--- src/rtl/axil_cmd_master.sv ---
// axil_cmd_master
// ---------------------------------------------------------------------------
// Single-outstanding AXI-Lite master. Each command taken from the cmd stream
// becomes one AXI-Lite read or write. Its completion is returned on the rsp
// stream. Data is fixed at 32 bits and the strobe at 4 bits.
//
// Optional feature macro: AXIL_CMD_MASTER_TIMEOUT_EN
//   When defined, a hung transaction is aborted after TIMEOUT_CYCLES cycles.
//   The abort returns rspResp = 2'b11 and rspData = 32'hDEADBEEF. This is a
//   debug escape only, and it leaves the AXI handshake incomplete.
//   When undefined, the master waits on the slave forever.
//
// Parameters
//   ADDR_W          command / AXI address width
//   TIMEOUT_CYCLES  abort threshold (timeout build only, >= 2)
//
// Ports
//   aclk, areset        clock; synchronous active-high reset
//   cmd*                command stream: Valid/Ready, Write, Addr, Data, Strb
//   rsp*                response stream: Valid/Ready, Write, Data, Resp
//   aw*, w*, b*         AXI-Lite write address / data / response channels
//   ar*, r*             AXI-Lite read address / data channels
// ---------------------------------------------------------------------------
module axil_cmd_master #(
    parameter int ADDR_W         = 32,
    parameter int TIMEOUT_CYCLES = 1024
) (
    input  logic              aclk,
    input  logic              areset,

    input  logic              cmdValid,
    output logic              cmdReady,
    input  logic              cmdWrite,
    input  logic [ADDR_W-1:0] cmdAddr,
    input  logic [31:0]       cmdData,
    input  logic [3:0]        cmdStrb,

    output logic              rspValid,
    input  logic              rspReady,
    output logic              rspWrite,
    output logic [31:0]       rspData,
    output logic [1:0]        rspResp,

    output logic              awValid,
    input  logic              awReady,
    output logic [ADDR_W-1:0] awAddr,

    output logic              wValid,
    input  logic              wReady,
    output logic [31:0]       wData,
    output logic [3:0]        wStrb,

    input  logic              bValid,
    output logic              bReady,
    input  logic [1:0]        bResp,

    output logic              arValid,
    input  logic              arReady,
    output logic [ADDR_W-1:0] arAddr,

    input  logic              rValid,
    output logic              rReady,
    input  logic [31:0]       rData,
    input  logic [1:0]        rResp
);

    typedef enum logic [2:0] {
        IDLE,
        WR_REQ,
        WR_RESP,
        RD_REQ,
        RD_RESP,
        RSP
    } state_t;

    state_t state;

    // Per-channel completion flags for the independent AW and W handshakes.
    logic aw_done;
    logic w_done;

    // Elaboration-time sanity check on the abort threshold.
    if (TIMEOUT_CYCLES < 2) begin : g_bad_timeout
        $error("axil_cmd_master: TIMEOUT_CYCLES must be at least 2");
    end

`ifdef AXIL_CMD_MASTER_TIMEOUT_EN
    // The counter never needs to hold more than TIMEOUT_CYCLES-1.
    localparam int CNT_W = $clog2(TIMEOUT_CYCLES);
    logic [CNT_W-1:0] wait_cnt;
`endif

    always_ff @(posedge aclk) begin
        if (areset) begin
            state    <= IDLE;
            cmdReady <= 1'b0;
            rspValid <= 1'b0;
            rspWrite <= 1'b0;
            rspData  <= '0;
            rspResp  <= '0;
            awValid  <= 1'b0;
            awAddr   <= '0;
            wValid   <= 1'b0;
            wData    <= '0;
            wStrb    <= '0;
            bReady   <= 1'b0;
            arValid  <= 1'b0;
            arAddr   <= '0;
            rReady   <= 1'b0;
            aw_done  <= 1'b0;
            w_done   <= 1'b0;
`ifdef AXIL_CMD_MASTER_TIMEOUT_EN
            wait_cnt <= '0;
`endif
        end else begin
            case (state)
                IDLE: begin
                    if (cmdValid && cmdReady) begin
                        cmdReady <= 1'b0;
                        // Latch the direction now, so that a timeout abort
                        // can also echo it.
                        rspWrite <= cmdWrite;
`ifdef AXIL_CMD_MASTER_TIMEOUT_EN
                        wait_cnt <= '0;
`endif
                        if (cmdWrite) begin
                            awAddr  <= cmdAddr;
                            wData   <= cmdData;
                            wStrb   <= cmdStrb;
                            awValid <= 1'b1;
                            wValid  <= 1'b1;
                            aw_done <= 1'b0;
                            w_done  <= 1'b0;
                            state   <= WR_REQ;
                        end else begin
                            arAddr  <= cmdAddr;
                            arValid <= 1'b1;
                            state   <= RD_REQ;
                        end
                    end else begin
                        // After reset, cmdReady rises one cycle after release.
                        cmdReady <= 1'b1;
                    end
                end

                WR_REQ: begin
                    if (awValid && awReady) begin
                        awValid <= 1'b0;
                        aw_done <= 1'b1;
                    end
                    if (wValid && wReady) begin
                        wValid <= 1'b0;
                        w_done <= 1'b1;
                    end
                    // The flags are registered, so bReady rises one cycle
                    // after the later of the two handshakes.
                    if (aw_done && w_done) begin
                        bReady <= 1'b1;
                        state  <= WR_RESP;
                    end
                end

                WR_RESP: begin
                    if (bValid && bReady) begin
                        bReady   <= 1'b0;
                        rspResp  <= bResp;
                        rspData  <= '0;
                        rspValid <= 1'b1;
                        state    <= RSP;
                    end
                end

                RD_REQ: begin
                    if (arValid && arReady) begin
                        arValid <= 1'b0;
                        rReady  <= 1'b1;
                        state   <= RD_RESP;
                    end
                end

                RD_RESP: begin
                    if (rValid && rReady) begin
                        rReady   <= 1'b0;
                        rspData  <= rData;
                        rspResp  <= rResp;
                        rspValid <= 1'b1;
                        state    <= RSP;
                    end
                end

                RSP: begin
                    if (rspReady) begin
                        rspValid <= 1'b0;
                        cmdReady <= 1'b1;
                        state    <= IDLE;
                    end
                end

                default: begin
                    state <= IDLE;
                end
            endcase

`ifdef AXIL_CMD_MASTER_TIMEOUT_EN
            // This is placed after the case so that an abort overrides any
            // channel update made on the same edge.
            if (state inside {WR_REQ, WR_RESP, RD_REQ, RD_RESP}) begin
                if (wait_cnt == CNT_W'(TIMEOUT_CYCLES - 1)) begin
                    awValid  <= 1'b0;
                    wValid   <= 1'b0;
                    bReady   <= 1'b0;
                    arValid  <= 1'b0;
                    rReady   <= 1'b0;
                    rspResp  <= 2'b11;
                    rspData  <= 32'hDEAD_BEEF;
                    rspValid <= 1'b1;
                    state    <= RSP;
                end else begin
                    wait_cnt <= wait_cnt + 1'b1;
                end
            end
`endif
        end
    end

endmodule
--- config.mk ---
export PLATFORM = sky130hd
export DESIGN_NAME = axil_cmd_master
export DESIGN_NICKNAME = d
export VERILOG_FILES = /design/src/rtl/axil_cmd_master.sv
export SDC_FILE = /design/constraint.sdc
export NUM_CORES = 1
export LEC_CHECK = 0
export CAP_MARGIN = 20
export CORE_ASPECT_RATIO = 0.9
export CORE_UTILIZATION = 44
export CTS_CLUSTER_DIAMETER = 100
export DETAILED_ROUTE_END_ITERATION = 7
export PLACE_DENSITY_LB_ADDON = 0.15
export REMOVE_ABC_BUFFERS = 1
export SLEW_MARGIN = 20
export SYNTH_ARGS = -nofsm -noshare
export SYNTH_HDL_FRONTEND = slang
export SYNTH_SLANG_ARGS = --single-unit
--- constraint.sdc ---
create_clock -name aclk -period 2.5 [get_ports aclk]
set_input_delay 0.25 -clock aclk [delete_from_list [all_inputs] [get_ports aclk]]
set_output_delay 0.25 -clock aclk [all_outputs]
set_load 0.05 [all_outputs]
==> flow_metrics.py <==
metrics = {
    "sta": {
        "whs_ps": 257,
        "rsz0062_at_grt": "no",
        "hold_viol_final": 0,
        "fin_skew_ps": 5.39,
        "final-max-slew-violation-count": 0,
        "setup_viol": 0,
        "period_needed_ps": 1970,
        "relSlewSlack_pct": 60.3,
        "fin_crit_sh_pct": 78.9,
        "setup_slack_ps": 527,
        "worst_slew_pin_slew_ps": 594,
        "max_freq_ghz": 0.507,
    },
    "final_layout": {
        "drive_gt1_share_pct": 5.13,
        "antenna_cells": 0,
        "final_cell_mix": "clkdlybuf4s50_1, nand2_1, dfxtp_1, a21oi_1, nand3_1",
        "layout_commonest_cell": "clkdlybuf4s50_1",
        "fillers": 954,
        "area.growth.synth_to_final_pct": 58.5,
        "seq_area_mm2": 0.00294,
        "nets": 1019,
        "multiInputGateArea_mm2": 0.00225,
    },
    "die": {
        "coreArea_mm2": 0.0121,
        "pin_count": 256,
        "die_h_um": 108,
        "dieArea_mm2": 0.0129,
        "die_w_um": 120,
        "initial_core_util_pct": 45.2,
        "row_count": 38,
    },
    "drt": {
        "ant_nets": 0,
        "route.detailed.drc": 0,
        "wl_met2_um": 8480,
        "via_per_inst": 5.08,
        "wl_per_cell_um": 15.2,
        "wl_met3_um": 1140,
        "wirelength_um": 16400,
        "maxUsedRoutingLayer": "met4",
        "drt_iter0_drc": 363,
        "drtPass1Iterations": 5,
        "wl_met1_um": 6470,
        "via_count": 5466,
    },
    "clock_tree": {
        "cts_sinks": 147,
        "post_cts_buffers": 0,
        "cts_tree": "done",
        "clk_pin_slew_ps": 50,
        "ctsResizeCount": 0,
        "cts_hold_buf": 0,
        "cts_buffer_depth": 2,
        "htree_levels": 4,
        "numCtsBuffers": 17,
        "root_buffer": "clkbuf_16",
        "clkLatencyLatePin_ps": 410,
    },
    "pwr": {
        "leakage_nw": 2.93,
        "total_power_w": 0.00704,
        "power-per-cell-area_mw_per_mm2": 810,
        "peakVddDrop_v": 0.000597,
    },
    "worst_setup_path": {
        "crit_chain": "clkdlybuf4s50_1",
        "crit_fanout": 7,
        "critPathRequiredTime_ps": 2250,
        "timing.rr.end": "wData[7]",
        "path_buf_inv": 1,
        "critPathTopFamily": "buffers and inverters",
        "rr_worst_depth": 5,
        "slowest_stage": "clkdlybuf4s50_1",
        "r2r_slack_ps": 570,
        "endpoint_kind": "primary output",
        "path_class": "register to primary output",
        "worstSetupStartpointType": "register",
        "worst_path_largest_cell_delay_ps": 870,
        "reg2reg_from": "state[2]",
        "arrival_ps": 1720,
    },
    "hold_path": {
        "hp-start": "areset",
        "hold_end": "arValid",
        "min_path_type": "primary input to register",
        "holdPathStages": 2,
    },
    "placement": {
        "dp_slack_ps": 582,
        "portBuffers": 255,
        "place.gp.congestion": 0.801,
        "dp_hpwl_um": 11000,
    },
    "grt": {
        "grt_pass1_vias": 5221,
        "grt_pass1_wl_um": 25700,
        "grt.total_usage_pct": 25.5,
        "grt_overflow": 0,
        "antenna_found_initial": 0,
        "grt_max_degree": 79,
    },
    "synthesis": {
        "postSynthAreaPerCell_um2": 8.17,
        "yosys-top-cells-area": "dfxtp_1, nand2_1, a21oi_1, nand2b_1, nand3_1",
        "synth_top_area_share_pct": 53.7,
        "yosys.area.top_type": "dfxtp_1",
        "yosysSeqAreaShare_pct": 53.7,
        "synthCells": 671,
        "synthDistinctLibCells": 32,
        "ys_ff_latch": 147,
        "synthesis.area_mm2": 0.00548,
        "yosys_warnings": 0,
    },
    "job": {
        "drv_cap": 0,
    },
    "run_status": {
        "status": "completed",
    },
}
[Yosys cell counts, drive strengths merged]
| master | count |
|---|---|
| buf | 30 |
| nand4 | 2 |
| a32oi | 3 |
| mux2i | 3 |
| or3b | 1 |
| inv | 3 |
| and4b | 1 |
| a21o | 2 |
| nand3 | 40 |
| a211oi | 3 |
| a31oi | 2 |
| nand4b | 2 |
| clkbuf | 23 |
| nor2 | 9 |
| a311oi | 2 |
| nand2 | 208 |
| nor3b | 3 |
| nand2b | 33 |
| nor3 | 4 |
| nand3b | 1 |
| dfxtp | 147 |
| and4 | 1 |
| a21oi | 142 |
| and2b | 1 |
| nor2b | 1 |
| o21ai | 4 |
[area by class of cell]
class	instances	share of cell area (%)
Sequential cell	147	33.9
Tap cell	160	2.30
Inverter	3	0.130
Timing Repair Buffer	268	30.7
Multi-Input combinational cell	468	25.9
Clock buffer	28	6.06
Clock inverter	3	1.04
[cells by family (layout without fill, tap and decap cells)]
family	count (synthesis)	count (layout)	share of synthesized area, %
muxes	3	3	0.548
AOI/OAI and AO/OA	158	158	15.2
buffers and inverters	56	302	5.68
and+or+nand+nor	307	307	24.9
DFF	147	147	53.7
[registers in the layout, indices dropped and copies added, names as in the netlist]
register and cells:
arAddr 32, arValid 1, awAddr 32, awValid 1, aw_done 1, bReady 1, cmdReady 1, rReady 1
rspData 32, rspResp 2, rspValid 1, rspWrite 1, state 3, wData 32, wStrb 4, wValid 1
w_done 1
[metal layers]
| layer | vias to the layer above | global-route usage (%) |
|---|---|---|
| met2 | 194 | 46.5 |
| met5 | - | 0 |
| met1 | 2554 | 27.4 |
| met4 | 0 | 10.1 |
| li1 | 2696 | - |
| met3 | 22 | 8.21 |
[through the flow]
| stage | setup TNS, ps | cell area [um^2] | util, % | cells |
|---|---|---|---|---|
| after detailed placement | 0 | 8080 | 66.6 | 1046 |
| final | 0 | 8690 | 71.7 | 1077 |
| after floorplan | -41070 | 5180 | - | 618 |
| after global placement | 0 | 8080 | 66.6 | 1046 |
| after global routing | 0 | 8690 | 71.7 | 1077 |
| after CTS | 0 | 8690 | 71.7 | 1077 |
[report_power, final]
part           switching, W  internal [W]
combinational       0.00113      0.000651
sequential         0.000137       0.00252
clock              0.000883       0.00173
total               0.00215       0.00489
[worst max-delay path by stage]
| stage | startpoint | slack (ps) | cells after the start | end |
|---|---|---|---|---|
| finish | cmdReady | 530 | 1 | cmdReady |
| global route | state[2] | 440 | 5 | wData[29] |
| CTS | cmdReady | 520 | 1 | cmdReady |
| detailed placement | cmdWrite | 580 | 5 | wData[29] |
| global placement | cmdWrite | 680 | 5 | wStrb[1] |
| floorplan | state[2] | -740 | 3 | rspResp[0] |
(Power assumes the default switching activity.)
